$ cat src/rtl/instr_fetch_if.sv
// Fetch-to-decode handshake bundle.
// Fetch drives the head entry, decode answers with ready.
interface instr_fetch_if;
  logic        out_valid;
  logic        out_ready;
  logic [31:0] out_instr;
  logic [31:0] out_pc;
  logic [31:0] out_pc4;

  modport master (
    output out_valid,
    output out_instr,
    output out_pc,
    output out_pc4,
    input  out_ready
  );

  modport slave (
    input  out_valid,
    input  out_instr,
    input  out_pc,
    input  out_pc4,
    output out_ready
  );
endinterface

$ cat src/rtl/instr_fetch.sv
// Instruction fetch stage: PC, combinational imem port,
// prefetch FIFO toward decode, flushed on redirect.
module instr_fetch #(
  parameter logic [31:0] RESET_PC = 32'h0000_0000,
  parameter int          DEPTH    = 2
) (
  input  logic          CLK,
  input  logic          rst_n,
  output logic [31:0]   imem_addr,
  input  logic [31:0]   imem_rdata,
  input  logic          redirect,
  input  logic [31:0]   redirect_pc,
  instr_fetch_if.master dec
);

  localparam int AW = $clog2(DEPTH);
  localparam logic [AW:0] FULL = (AW+1)'(DEPTH);

  typedef struct packed {
    logic [31:0] pc;
    logic [31:0] pc4;
    logic [31:0] instr;
  } entry_t;

  entry_t        fifo [DEPTH];
  entry_t        head;
  logic [31:0]   pc;
  logic [31:0]   pc_nxt;
  logic [31:0]   tgt;
  logic [AW-1:0] rd_ptr;
  logic [AW-1:0] wr_ptr;
  logic [AW:0]   count;
  logic          pop;
  logic          push;

  assign pc_nxt = pc + 32'd4;
  assign tgt    = redirect_pc & ~32'd3;
  assign pop    = (count != '0) && dec.out_ready;
  assign push   = !redirect && ((count < FULL) || pop);

  assign imem_addr = pc;

  always_ff @(posedge CLK or negedge rst_n) begin
    if (!rst_n) begin
      pc <= RESET_PC;
    end else if (redirect) begin
      pc <= tgt;
    end else if (push) begin
      pc <= pc_nxt;
    end
  end

  always_ff @(posedge CLK or negedge rst_n) begin
    if (!rst_n) begin
      rd_ptr <= '0;
      wr_ptr <= '0;
    end else if (redirect) begin
      rd_ptr <= '0;
      wr_ptr <= '0;
    end else begin
      if (push) wr_ptr <= wr_ptr + AW'(1);
      if (pop)  rd_ptr <= rd_ptr + AW'(1);
    end
  end

  always_ff @(posedge CLK or negedge rst_n) begin
    if (!rst_n) begin
      count <= '0;
    end else if (redirect) begin
      count <= '0;
    end else begin
      unique case (1'b1)
        push && !pop: count <= count + (AW+1)'(1);
        pop && !push: count <= count - (AW+1)'(1);
        default:      count <= count;
      endcase
    end
  end

  // pc4 is stored so a cleared entry reads back as all zeros
  always_ff @(posedge CLK or negedge rst_n) begin
    if (!rst_n) begin
      for (int i = 0; i < DEPTH; i++) begin
        fifo[i] <= '0;
      end
    end else if (push) begin
      fifo[wr_ptr] <= '{pc: pc, pc4: pc_nxt, instr: imem_rdata};
    end
  end

  assign head          = fifo[rd_ptr];
  assign dec.out_valid = (count != '0);
  assign dec.out_instr = head.instr;
  assign dec.out_pc    = head.pc;
  assign dec.out_pc4   = head.pc4;

endmodule

$ cat src/flat_wrapper.sv
// flat-port wrapper written by rule: the top's interface ports become plain ports
module instr_fetch_flat 
#(
  parameter logic [31:0] RESET_PC = 32'h0000_0000,
  parameter int          DEPTH    = 2
)
  (CLK, rst_n, imem_addr, imem_rdata, redirect, redirect_pc, dec_out_valid, dec_out_instr, dec_out_pc, dec_out_pc4, dec_out_ready);
  instr_fetch_if dec_i ();
  input  logic CLK;
  input  logic rst_n;
  output logic [31:0] imem_addr;
  input  logic [31:0] imem_rdata;
  input  logic redirect;
  input  logic [31:0] redirect_pc;
  output wire logic [$bits(dec_i.out_valid)-1:0] dec_out_valid;
  output wire logic [$bits(dec_i.out_instr)-1:0] dec_out_instr;
  output wire logic [$bits(dec_i.out_pc)-1:0] dec_out_pc;
  output wire logic [$bits(dec_i.out_pc4)-1:0] dec_out_pc4;
  input wire logic [$bits(dec_i.out_ready)-1:0] dec_out_ready;
  assign dec_out_valid = dec_i.out_valid;
  assign dec_out_instr = dec_i.out_instr;
  assign dec_out_pc = dec_i.out_pc;
  assign dec_out_pc4 = dec_i.out_pc4;
  assign dec_i.out_ready = dec_out_ready;
  instr_fetch #(.RESET_PC(RESET_PC), .DEPTH(DEPTH)) u_core (.CLK(CLK), .rst_n(rst_n), .imem_addr(imem_addr), .imem_rdata(imem_rdata), .redirect(redirect), .redirect_pc(redirect_pc), .dec(dec_i));
endmodule
$ cat config.mk
export PLATFORM = sky130hd
export DESIGN_NAME = instr_fetch_flat
export DESIGN_NICKNAME = d
export VERILOG_FILES = /design/src/rtl/instr_fetch_if.sv /design/src/rtl/instr_fetch.sv /design/src/flat_wrapper.sv
export SDC_FILE = /design/constraint.sdc
export NUM_CORES = 1
export LEC_CHECK = 0
export CAP_MARGIN = 10
export CORE_AREA = 2 2 204 156
export CTS_CLUSTER_SIZE = 14
export DETAILED_ROUTE_END_ITERATION = 8
export DIE_AREA = 0 0 206 158
export MAX_ROUTING_LAYER = met4
export PLACE_DENSITY = 0.54
export SLEW_MARGIN = 25
export SYNTH_ARGS = -nofsm -noshare
export SYNTH_HDL_FRONTEND = slang
export SYNTH_SLANG_ARGS = --single-unit
$ cat constraint.sdc
create_clock -name CLK -period 3.2 [get_ports CLK]
set_input_delay 0.32 -clock CLK [delete_from_list [all_inputs] [get_ports CLK]]
set_output_delay 0.32 -clock CLK [all_outputs]
set_load 0.1 [all_outputs]
After elaboration in Yosys (flattened, before gate mapping)

Index checks and enable logic that the tools add are counted.

Bits in registers: 228
Input bits: 68
Output and inout port bits: 129
Word-level logic and storage cells: 48

Add/sub/neg operators: 5
Order comparisons: 4
Mux-type cells: 14
Bitwise gates (word level): 2
Reductions and logical operators: 13

Operators by type and width:

| operator                | number |
|---|---|
| $mux W96                | 4 |
| $bwmux W192             | 1 |
| $demux W96 S1           | 1 |
| $mux W32                | 2 |
| $add A32 B3 Y32 const B | 1 |
| $reduce_bool A2 Y1      | 3 |
| $logic_and A1 B1 Y1     | 5 |
| $ge A2 B2 Y1 const B    | 2 |
| $mux W1                 | 4 |
| $not A1 Y2              | 2 |
| $pmux W2 S2             | 1 |
| $logic_not A1 Y1        | 3 |
| $reduce_bool A3 Y1      | 1 |
| $add A1 B1 Y1 const B   | 2 |
| $add A2 B1 Y2 const B   | 1 |
| $lt A2 B1 Y1 const B    | 1 |
| $lt A2 B2 Y1 const B    | 1 |
| $mux W2                 | 1 |
| $sub A2 B1 Y2 const B   | 1 |
| $logic_or A1 B1 Y1      | 1 |

Logic depth before layout (Yosys ltp)

Gate-level depths: netlist of the first run.

Depth in word-level cells: 8
Depth in mapped cells: 7
Gate-level depth less buffers: 6

Least setup slack after synthesis of the first run

Ideal clock, no wire load.

Path type: register to register
Start: register u_core.pc[14], in the netlist u_core.imem_addr[14]
End: register u_core.fifo[61] in the netlist's numbering
Library setup time: 0.128 ns
Arrival: 2.527 ns
Data required time: 3.072 ns
Setup slack: 0.545 ns
Stages on the path, launching flop included: 7
Path buffers: 1
Clock period less this slack: 2.655 ns
Path through: dfrtp_1 > buf_2 > nand4_4 > nor4_4 > nand3_1 > xnor2_1 > mux2_1

Word-level cells in the longest chain between the ends: 2

RTL lines:

| element                        | RTL line          | RTL |
|---|---|---|
| start: declaration             | instr_fetch.sv:27 | `logic [31:0] pc;` |
| start signal: assignment       | instr_fetch.sv:47 | `pc <= tgt;` |
| start signal: assignment       | instr_fetch.sv:49 | `pc <= pc_nxt;` |
| $add A32 B3 Y32                | instr_fetch.sv:36 | `assign pc_nxt = pc + 32'd4;` |
| $bwmux W192                    | instr_fetch.sv:87 | `fifo[wr_ptr] <= '{pc: pc, pc4: pc_nxt, instr: imem_rdata};` |
| end signal: indexed assignment | instr_fetch.sv:87 |  |
| end: declaration               | instr_fetch.sv:25 | `entry_t fifo [DEPTH];` |

Every way passes these cells.
A chain may end at the register's enable or synchronous reset.

Worst setup path after layout of the first run

Start: register u_core.count[0]
End: output port dec_out_valid

Word-level cells in the longest chain between the ends: 1

RTL lines:

| element                  | RTL line           | RTL |
|---|---|---|
| start: declaration       | instr_fetch.sv:32  | `logic [AW:0] count;` |
| start signal: assignment | instr_fetch.sv:73  | `push && !pop: count <= count + (AW+1)'(1);` |
| start signal: assignment | instr_fetch.sv:74  | `pop && !push: count <= count - (AW+1)'(1);` |
| start signal: assignment | instr_fetch.sv:75  | `default: count <= count;` |
| $reduce_bool A2 Y1       | instr_fetch.sv:92  | `assign dec.out_valid = (count != '0);` |
| end: declaration         | flat_wrapper.sv:15 | `output wire logic [$bits(dec_i.out_valid)-1:0] dec_out_valid;` |

Every way passes these cells.

==> results of run 1 <==
## timing repair
item                                   in CTS  in global routing
hold buffers                                1                  0
buffers inserted                            0                  0
endpoints found under the hold margin      73                  0
## power groups by stage
stage	combinational, uW	clock (uW)	sequential, uW
2_1_floorplan	3550	0	3890
3_5_place_dp	4600	0	3780
4_1_cts	4610	2860	3740
6_report	4560	2770	3740
3_3_place_gp	4580	0	3760
5_1_grt	4790	2980	3820
## cells by family (layout without fill, tap and decap cells)
| family | after synthesis | in the layout | synth area share, % |
|---|---|---|---|
| AO/OA/AOI/OAI | 82 | 82 | 4.031 |
| XOR/XNOR | 59 | 59 | 5.030 |
| adder cells (fa/ha/maj) | 1 | 1 | 0.1218 |
| buffers and inverters | 82 | 250 | 3.666 |
| flip-flops | 218 | 218 | 53.10 |
| multiplexers | 164 | 164 | 17.96 |
| other | 1 | 6 | 0.03650 |
| AND/OR/NAND/NOR | 375 | 375 | 16.05 |
## final timing paths
check	slack (ns)	startpoint	end	cells past startpoint
worst min register to register	0.47	u_core.fifo[105]	u_core.fifo[105]	2
max in group asynchronous	2.01	rst_n	u_core.fifo[17]	3
worst min-delay path	0.27	redirect	u_core.rd_ptr	2
worst max register to register	0.83	u_core.imem_addr[2]	u_core.fifo[158]	6
worst max-delay path	0.63	u_core.count[0]	dec_out_valid	2
min in group asynchronous	0.37	rst_n	u_core.fifo[92]	2
## state kept, by name, summed over array words and instances (netlist names)
register / cells
u_core.wr_ptr: 1
u_core.fifo: 184
u_core.count: 2
u_core.rd_ptr: 1
u_core.imem_addr: 30
## metal layers
layer / GRT usage, % / vias to the layer above / routed length, um
met3: 2.655 / 22 / 1221
met5: - / - / 0
li1: - / 3566 / -
met4: 2.789 / 0 / 367
met1: 25.32 / 3542 / 13750
met2: 24.35 / 165 / 11320
## through the flow
step | hold WS (ns) | setup slack [ns]
floorplan | 0.02441 | 0.5451
global placement | 0.3481 | 0.5867
detailed placement | 0.3477 | 0.5614
CTS | 0.2502 | 0.6068
global route | 0.2683 | 0.5721
finish | 0.2718 | 0.6299
## cells in the final DEF, fill, tap and decap left out, drive strengths merged, types with 2 or more instances in the layout
| master | netlist | layout |
|---|---|---|
| o21ai | 80 | 80 |
| a21oi | 2 | 2 |
| clkbuf | 48 | 41 |
| buf | 33 | 140 |
| nor2 | 17 | 17 |
| nor4 | 8 | 8 |
| dfrtp | 218 | 218 |
| xnor2 | 31 | 31 |
| nand2 | 291 | 291 |
| clkdlybuf4s50 | 0 | 64 |
| nand3 | 16 | 16 |
| nor3 | 12 | 12 |
| xor2 | 28 | 28 |
| nand4 | 15 | 15 |
| clkinv | 0 | 3 |
| conb | 1 | 6 |
| and2 | 4 | 4 |
| and3 | 4 | 4 |
| and4 | 2 | 2 |
| mux2 | 163 | 163 |
## layout make-up
cell class	count	area, um^2	area share, %
Sequential cell	218	5459	41.86
Multi-Input combinational cell	687	4484	34.39
Timing Repair Buffer	205	1794	13.76
Clock buffer	41	775.7	5.949
Tap cell	406	508.0	3.896
Clock inverter	3	15.01	0.1151
Inverter	1	3.754	0.02879
## critical path: cells and delay by family (launching register included)
family / cells / cell delay [ns]
flops: 1 / 0.40
buf+inv: 1 / 0.99
simple gates: 1 / 0.35
==> impl_metrics.json, run 1 <==
{
  "status": "completed",
  "drv_cap": 0,
  "p_clk_share_pct": 25.0,
  "crit_required_ns": 2.88,
  "switchingPower_uw": 4888,
  "slew_viol_final": 0,
  "nNetsFinal": 1206,
  "gp_congestion": 0.7488,
  "cp_slowest_cell": "clkdlybuf4s50_1",
  "share_seq_of_total_power_pct": 33.7,
  "area_growth_pct": 26.93,
  "track_usage_pct": 16.92,
  "grt_pass1_vias": 7390,
  "ant_nets": 0,
  "crit_type": "reg -> out",
  "utilization_pct": 42.49,
  "synthFlopType": "dfrtp_1",
  "root_buffer": "clkbuf_16",
  "hp-class": "in -> reg",
  "synth_largest_area_cell": "dfrtp_1",
  "path_clk_slew_ns": 0.06,
  "synth_area_um2": 10270,
  "synthArstFlopShare_pct": 100.0,
  "crit_chain": "or2_2, clkdlybuf4s50_1",
  "synth_top_cell_area_share_pct": 53.10,
  "avgRoutedWirePerCell_um": 17.08,
  "synthCells": 982,
  "max_freq_mhz": 389.1,
  "critPathMaxFanout": 3,
  "yosysMostFrequentCell": "nand2_1",
  "worstMarginPinSlew_ns": 0.9785,
  "clkLatencyLatePin_ns": 0.51,
  "finalCriticalPeriod_ns": 2.570,
  "ys_seq_area_share_pct": 53.10,
  "synth.area.top_cells": "dfrtp_1 (53%), mux2_2 (18%), nand2_1 (11%)",
  "pwr-share-comb_pct": 41.2,
  "vias": 7295,
  "grt_pass1_wl_mm": 42.32,
  "setup_viol": 0,
  "cts_tree": "done",
  "rsz0062_at_grt": "no",
  "cts_resized": 0,
  "switching_share_pct": 44.15,
  "dr.pass1.iters": 4,
  "drtIter0Drc": 314,
  "dp_cells": 1516,
  "drcViolationCount": 0,
  "routed_wl_mm": 26.66,
  "ios": 197,
  "antenna_found_initial": 0,
  "slowest_delay_ns": 0.99,
  "cts_buffers": 24,
  "yosys_warnings": 0,
  "slew_headroom_pct": 34.56,
  "n_fill_cell": 3002,
  "postLayoutCellArea_um2": 13040,
  "die_y_um": 158,
  "syn_avg_cell_area_um2": 10.46,
  "place_hpwl_mm": 17.25,
  "grt_overflow": 0,
  "rows": 56,
  "setup_tns_ns": 0,
  "placed_cell_area_um2": 12240,
  "antennaDiodeCount": 0,
  "end_kind": "primary output",
  "htree_levels": 1,
  "ctsLongestPathBuffers": 3,
  "fp.dieW_um": 206,
  "ys_types": 37,
  "ys_ff_latch": 218,
  "synth-edff-count": 0,
  "final_cells": 1561,
  "core_um2": 30690,
  "port_buffers": 188,
  "start_kind": "flip-flop",
  "p_per_area_nw_per_um2": 849.0,
  "numClockSinks": 218,
  "synthTopCellsByCount": "nand2_1 (290), dfrtp_1 (218), mux2_2 (161)",
  "period_share_pct": 80.32,
  "viasPerCell": 4.673,
  "total_leakage_power_uw": 0.005937,
  "skew_ns": 0.007239,
  "critical_path_arrival_ns": 2.25,
  "hold_violations": 0,
  "floorplan.initialDensity_pct": 33.48,
  "p_int_uw": 6183,
  "peakVddDrop_v": 0.0005507,
  "die_area_um2": 32550,
  "grt_max_degree": 77,
  "total_power_uw": 11070,
  "layout-drive-gt1-share_pct": 30.82
}
Power figures use the tool's default switching activity.
==> inputs of run 2 (changes only) <==
Clock period 3.2 ns to 2.5 ns, I/O delays scaled along.
==> run 2 against run 1 <==
Sequential power is 28% higher; clock power increased by 28%; critical path depth up 1; cell area is 9.7% higher; cell count is 1.1% higher; via count is 0.18% lower; total power rose by 39%; hold slack got worse by 0.15 ns; register-to-register slack lost 0.44 ns; critical endpoint is now dec_out_pc[29].
==> impl_metrics.json, run 2 (synthesis gave the netlist of run 1 again) <==
{
  "viasPerCell": 4.615,
  "drv_cap": 0,
  "grt_max_degree": 71,
  "root_buffer": "clkbuf_16",
  "hold-path-cell-count": 2,
  "dr.pass1.iters": 4,
  "path_clk_slew_ns": 0.06,
  "final_common_cell": "nand2_1",
  "area_growth_pct": 39.23,
  "multi_input_area_um2": 4484,
  "crit_chain": "buf_4, mux2_2, buf_12",
  "avgRoutedWirePerCell_um": 17.02,
  "slew_headroom_pct": 65.34,
  "peakVddDrop_v": 0.0006632,
  "crit_type": "reg -> out",
  "numClockSinks": 218,
  "worstMarginPinSlew_ns": 0.5160,
  "grt_overflow": 0,
  "slew_viol_final": 0,
  "vias": 7282,
  "drtIter0Drc": 419,
  "setup_tns_ns": 0,
  "hp-class": "in -> reg",
  "rsz0062_at_grt": "no",
  "largest_reg_flops": 184,
  "most-common-layout-cells": "nand2_1 (289), dfrtp_1 (208), mux2_2 (161)",
  "track_usage_pct": 17.11,
  "critical_path_arrival_ns": 2.10,
  "layout-drive-gt1-share_pct": 32.68,
  "cts_buffers": 24,
  "floorplan.initialDensity_pct": 33.48,
  "gp_congestion": 0.7376,
  "nNetsFinal": 1220,
  "ios": 197,
  "total_power_uw": 15410,
  "max_freq_mhz": 424.8,
  "clkLatencyLatePin_ns": 0.52,
  "grt_pass1_vias": 7312,
  "p_per_area_nw_per_um2": 1077,
  "grt_pass1_wl_mm": 42.49,
  "ctsLongestPathBuffers": 3,
  "hold_violations": 0,
  "rr_worst_depth": 6,
  "core_um2": 30690,
  "cp_top_family": "flip-flops",
  "ant_nets": 0,
  "path_buf_inv": 2,
  "largest_register": "u_core.fifo",
  "total_leakage_power_uw": 0.006363,
  "crit_cells": 3,
  "n_fill_cell": 2825,
  "status": "completed",
  "skew_ns": 0.01013,
  "end_kind": "primary output",
  "setup_viol": 0,
  "finalCriticalPeriod_ns": 2.354,
  "port_buffers": 188,
  "cts_resized": 0,
  "period_share_pct": 94.16,
  "start_kind": "flip-flop",
  "critPathMaxFanout": 17,
  "routed_wl_mm": 26.85,
  "setup_ws_ns": 0.1459,
  "pre_cts_slack_ns": 0.3133,
  "die_area_um2": 32550,
  "rows": 56,
  "place_hpwl_mm": 18.45,
  "crit_required_ns": 2.25,
  "post_cts_buffers": 0,
  "ctsHoldBuffers": 1,
  "drcViolationCount": 0,
  "cp_slowest_cell": "dfrtp_4",
  "slowest_delay_ns": 0.62,
  "fp.dieW_um": 206,
  "antenna_found_initial": 3,
  "cts_tree": "done",
  "die_y_um": 158,
  "htree_levels": 1,
  "hold_slack_ns": 0.1173,
  "seq_area_um2": 5470
}
## run 2: area by class of cell
class	instances	share of cell area (%)
Tap cell	406	3.551
Clock inverter	8	0.4724
Inverter	1	0.02624
Clock buffer	36	5.082
Antenna cell	3	0.05248
Multi-Input combinational cell	687	31.35
Sequential cell	218	38.24
Timing Repair Buffer	219	21.22
## run 2: worst paths after layout
| kind | slack [ns] | to | start |
|---|---|---|---|
| max in group asynchronous | 1.39 | u_core.imem_addr[17] | rst_n |
| max reg2reg | 0.39 | u_core.fifo[158] | u_core.imem_addr[2] |
| min | 0.12 | u_core.wr_ptr | redirect |
| min in group asynchronous | 0.25 | u_core.fifo[190] | rst_n |
| max | 0.15 | dec_out_pc[29] | u_core.rd_ptr |
| min reg2reg | 0.47 | u_core.fifo[126] | u_core.fifo[126] |
## run 2: where the power goes
group	switching [uW]	total [uW]	internal, uW
clock	1440	3540	2110
combinational	4550	7080	2530
sequential	483	4790	4300
## run 2: metal layers
layer	up-vias	track usage, %	wire length, um
met5	-	-	0
met4	0	2.755	401
li1	3594	-	-
met1	3514	25.55	13520
met2	149	24.37	11570
met3	25	3.211	1358
## run 2: metrics by stage
step	util [%]	instance area (um^2)	std cells
4_1_cts	46.58	14300	1575
3_3_place_gp	43.96	13490	1530
2_1_floorplan	-	10300	987
6_report	46.61	14300	1578
5_1_grt	46.61	14300	1578
3_5_place_dp	43.96	13490	1530
==> inputs of run 3 (changes only) <==
==> constraint.sdc (replaced) <==
create_clock -name CLK -period 2.5 [get_ports CLK]
set_input_delay 0.5 -clock CLK [delete_from_list [all_inputs] [get_ports CLK]]
set_output_delay 0.5 -clock CLK [all_outputs]
set_load 0.1 [all_outputs]
==> run 3 against run 2 <==
Clock-buffer cell count down 1; critical path depth unchanged; via count up 1.9%; clock skew down 0.00097 ns; die area unchanged; setup slack worse by 0.022 ns; sequential power about the same; flip-flop and latch count unchanged; utilization up 0.87 points; total power up 3.9%; sequential share of layout area down 0.70 points; non-clock buffer count up 6; largest cell class unchanged.
==> impl_metrics.json, run 3 (synthesis gave the netlist of run 1 again) <==
{
  "status": "completed",
  "vias": 7421,
  "setup_tns_ns": 0,
  "pwr-share-comb_pct": 44.7,
  "utilization_pct": 47.48,
  "largest_reg_flops": 184,
  "hold_violations": 0,
  "share_seq_of_total_power_pct": 29.8,
  "grt_pass1_vias": 7490,
  "critical_path_arrival_ns": 1.88,
  "max_freq_mhz": 420.9,
  "numClockSinks": 218,
  "r2r-end": "u_core.fifo[60]",
  "fp.dieW_um": 206,
  "track_usage_pct": 17.39,
  "r2r_slack_ns": 0.45,
  "rr_worst_depth": 6,
  "postLayoutCellArea_um2": 14570,
  "drv_cap": 0,
  "antenna_found_initial": 2,
  "ctsLongestPathBuffers": 3,
  "skew_ns": 0.009168,
  "critPathMaxFanout": 13,
  "port_buffers": 188,
  "worstMarginPinSlew_ns": 0.5446,
  "p_clk_share_pct": 25.5,
  "hold_slack_ns": 0.4694,
  "avgRoutedWirePerCell_um": 17.08,
  "drtIter0Drc": 433,
  "crit_required_ns": 2.00,
  "finalCriticalPeriod_ns": 2.376,
  "setup_viol": 0,
  "worstSetupEndpoint": "dec_out_pc4[20]",
  "cts_buffers": 25,
  "cts_tree": "done",
  "dp_cells": 1534,
  "grt_overflow": 0,
  "area_growth_pct": 41.82,
  "slew_headroom_pct": 63.69,
  "grt_max_degree": 63,
  "viasPerCell": 4.682,
  "switching_share_pct": 40.90,
  "path_clk_slew_ns": 0.06,
  "die_area_um2": 32550,
  "root_buffer": "clkbuf_16",
  "gp_congestion": 0.7441,
  "die_y_um": 158,
  "peakVddDrop_v": 0.0005889,
  "total_leakage_power_uw": 0.006492,
  "seq_area_um2": 5470,
  "p_int_uw": 9463,
  "rows": 56,
  "reg2reg_from": "u_core.imem_addr[2]",
  "crit_type": "reg -> out",
  "placed_cell_area_um2": 13610,
  "critPathLaunch": "u_core.rd_ptr",
  "end_kind": "primary output",
  "most-common-layout-cells": "nand2_1 (289), dfrtp_1 (208), mux2_2 (161)",
  "dr.pass1.iters": 5,
  "slew_viol_final": 0,
  "start_kind": "flip-flop",
  "layout-drive-gt1-share_pct": 33.39,
  "nNetsFinal": 1227,
  "ant_nets": 0,
  "final_cells": 1585,
  "largest_register": "u_core.fifo",
  "core_um2": 30690,
  "final_common_cell": "nand2_1",
  "ios": 197,
  "routed_wl_mm": 27.07,
  "hold_start": "u_core.fifo[107]",
  "clkLatencyLatePin_ns": 0.52,
  "drcViolationCount": 0,
  "multi_input_area_um2": 4484,
  "p_per_area_nw_per_um2": 1099,
  "htree_levels": 1,
  "switchingPower_uw": 6549,
  "hp-class": "reg -> reg",
  "grt_pass1_wl_mm": 43.16,
  "period_share_pct": 95.04,
  "rsz0062_at_grt": "no",
  "floorplan.initialDensity_pct": 33.48,
  "place_hpwl_mm": 18.42,
  "n_fill_cell": 2874
}
[run 3: cell count changes in the layout (fill, tap and decap cells not counted), moves of 2 or more]
cell       previous run  this run
buf_12               98       105
bufinv_16             1         5
clkbuf_1              5         2
clkbuf_8              6         8
clkinv_2              6         4
[run 3: layout make-up]
type	instances	share of cell area [%]
diodes	2	0.03435
multi-input cells	687	30.78
clock inverters	11	1.288
flip-flops and latches	218	37.54
well taps	406	3.486
repair buffers	225	21.74
clock buffers	35	5.101
inverters	1	0.02576
[run 3: stage by stage]
stage                     total power (uW)  setup slack [ns]
after floorplan                       9537         0.0009730
after global placement               11960            0.2044
after detailed placement             12030            0.1770
after CTS                            16210           0.07484
after global routing                 16690           0.05362
final                                16010            0.1241
[run 3: worst min path at each step]
| stage | cells past startpoint | to |
|---|---|---|
| finish | 2 | u_core.fifo[107] |
| global placement | 2 | u_core.fifo[183] |
| global route | 2 | u_core.fifo[175] |
| CTS | 4 | u_core.imem_addr[13] |
| detailed placement | 2 | u_core.fifo[107] |
| floorplan | 0 | u_core.count[0] |
[run 3: power groups by stage]
stage / sequential (uW) / combinational, uW / clock (uW)
detailed placement: 4840 / 7190 / 0
finish: 4780 / 7160 / 4080
global placement: 4800 / 7160 / 0
global route: 4880 / 7450 / 4350
CTS: 4770 / 7230 / 4210
floorplan: 4990 / 4550 / 0
[run 3: critical path, cell delays in order (launching register included)]
cell,delay [ns]
dfrtp_4,0.51
buf_4,0.26
mux2_2,0.40
buf_12,0.18
[run 3: per-layer routing]
layer	GRT usage, %	wire length, um	vias up
met5	-	0	-
met4	3.163	450	0
met3	3.191	1203	34
met2	25.68	11930	140
met1	25.08	13480	3626
li1	-	-	3621
[run 3: repair_timing]
| action | 4_1_cts | 5_1_grt |
|---|---|---|
| hold endpoints to repair | 58 | 0 |
| resized for setup | 0 | 0 |
| hold buffers | 1 | 0 |
| endpoints found under the setup margin | 16 | 0 |
| setup buffers | 2 | 0 |
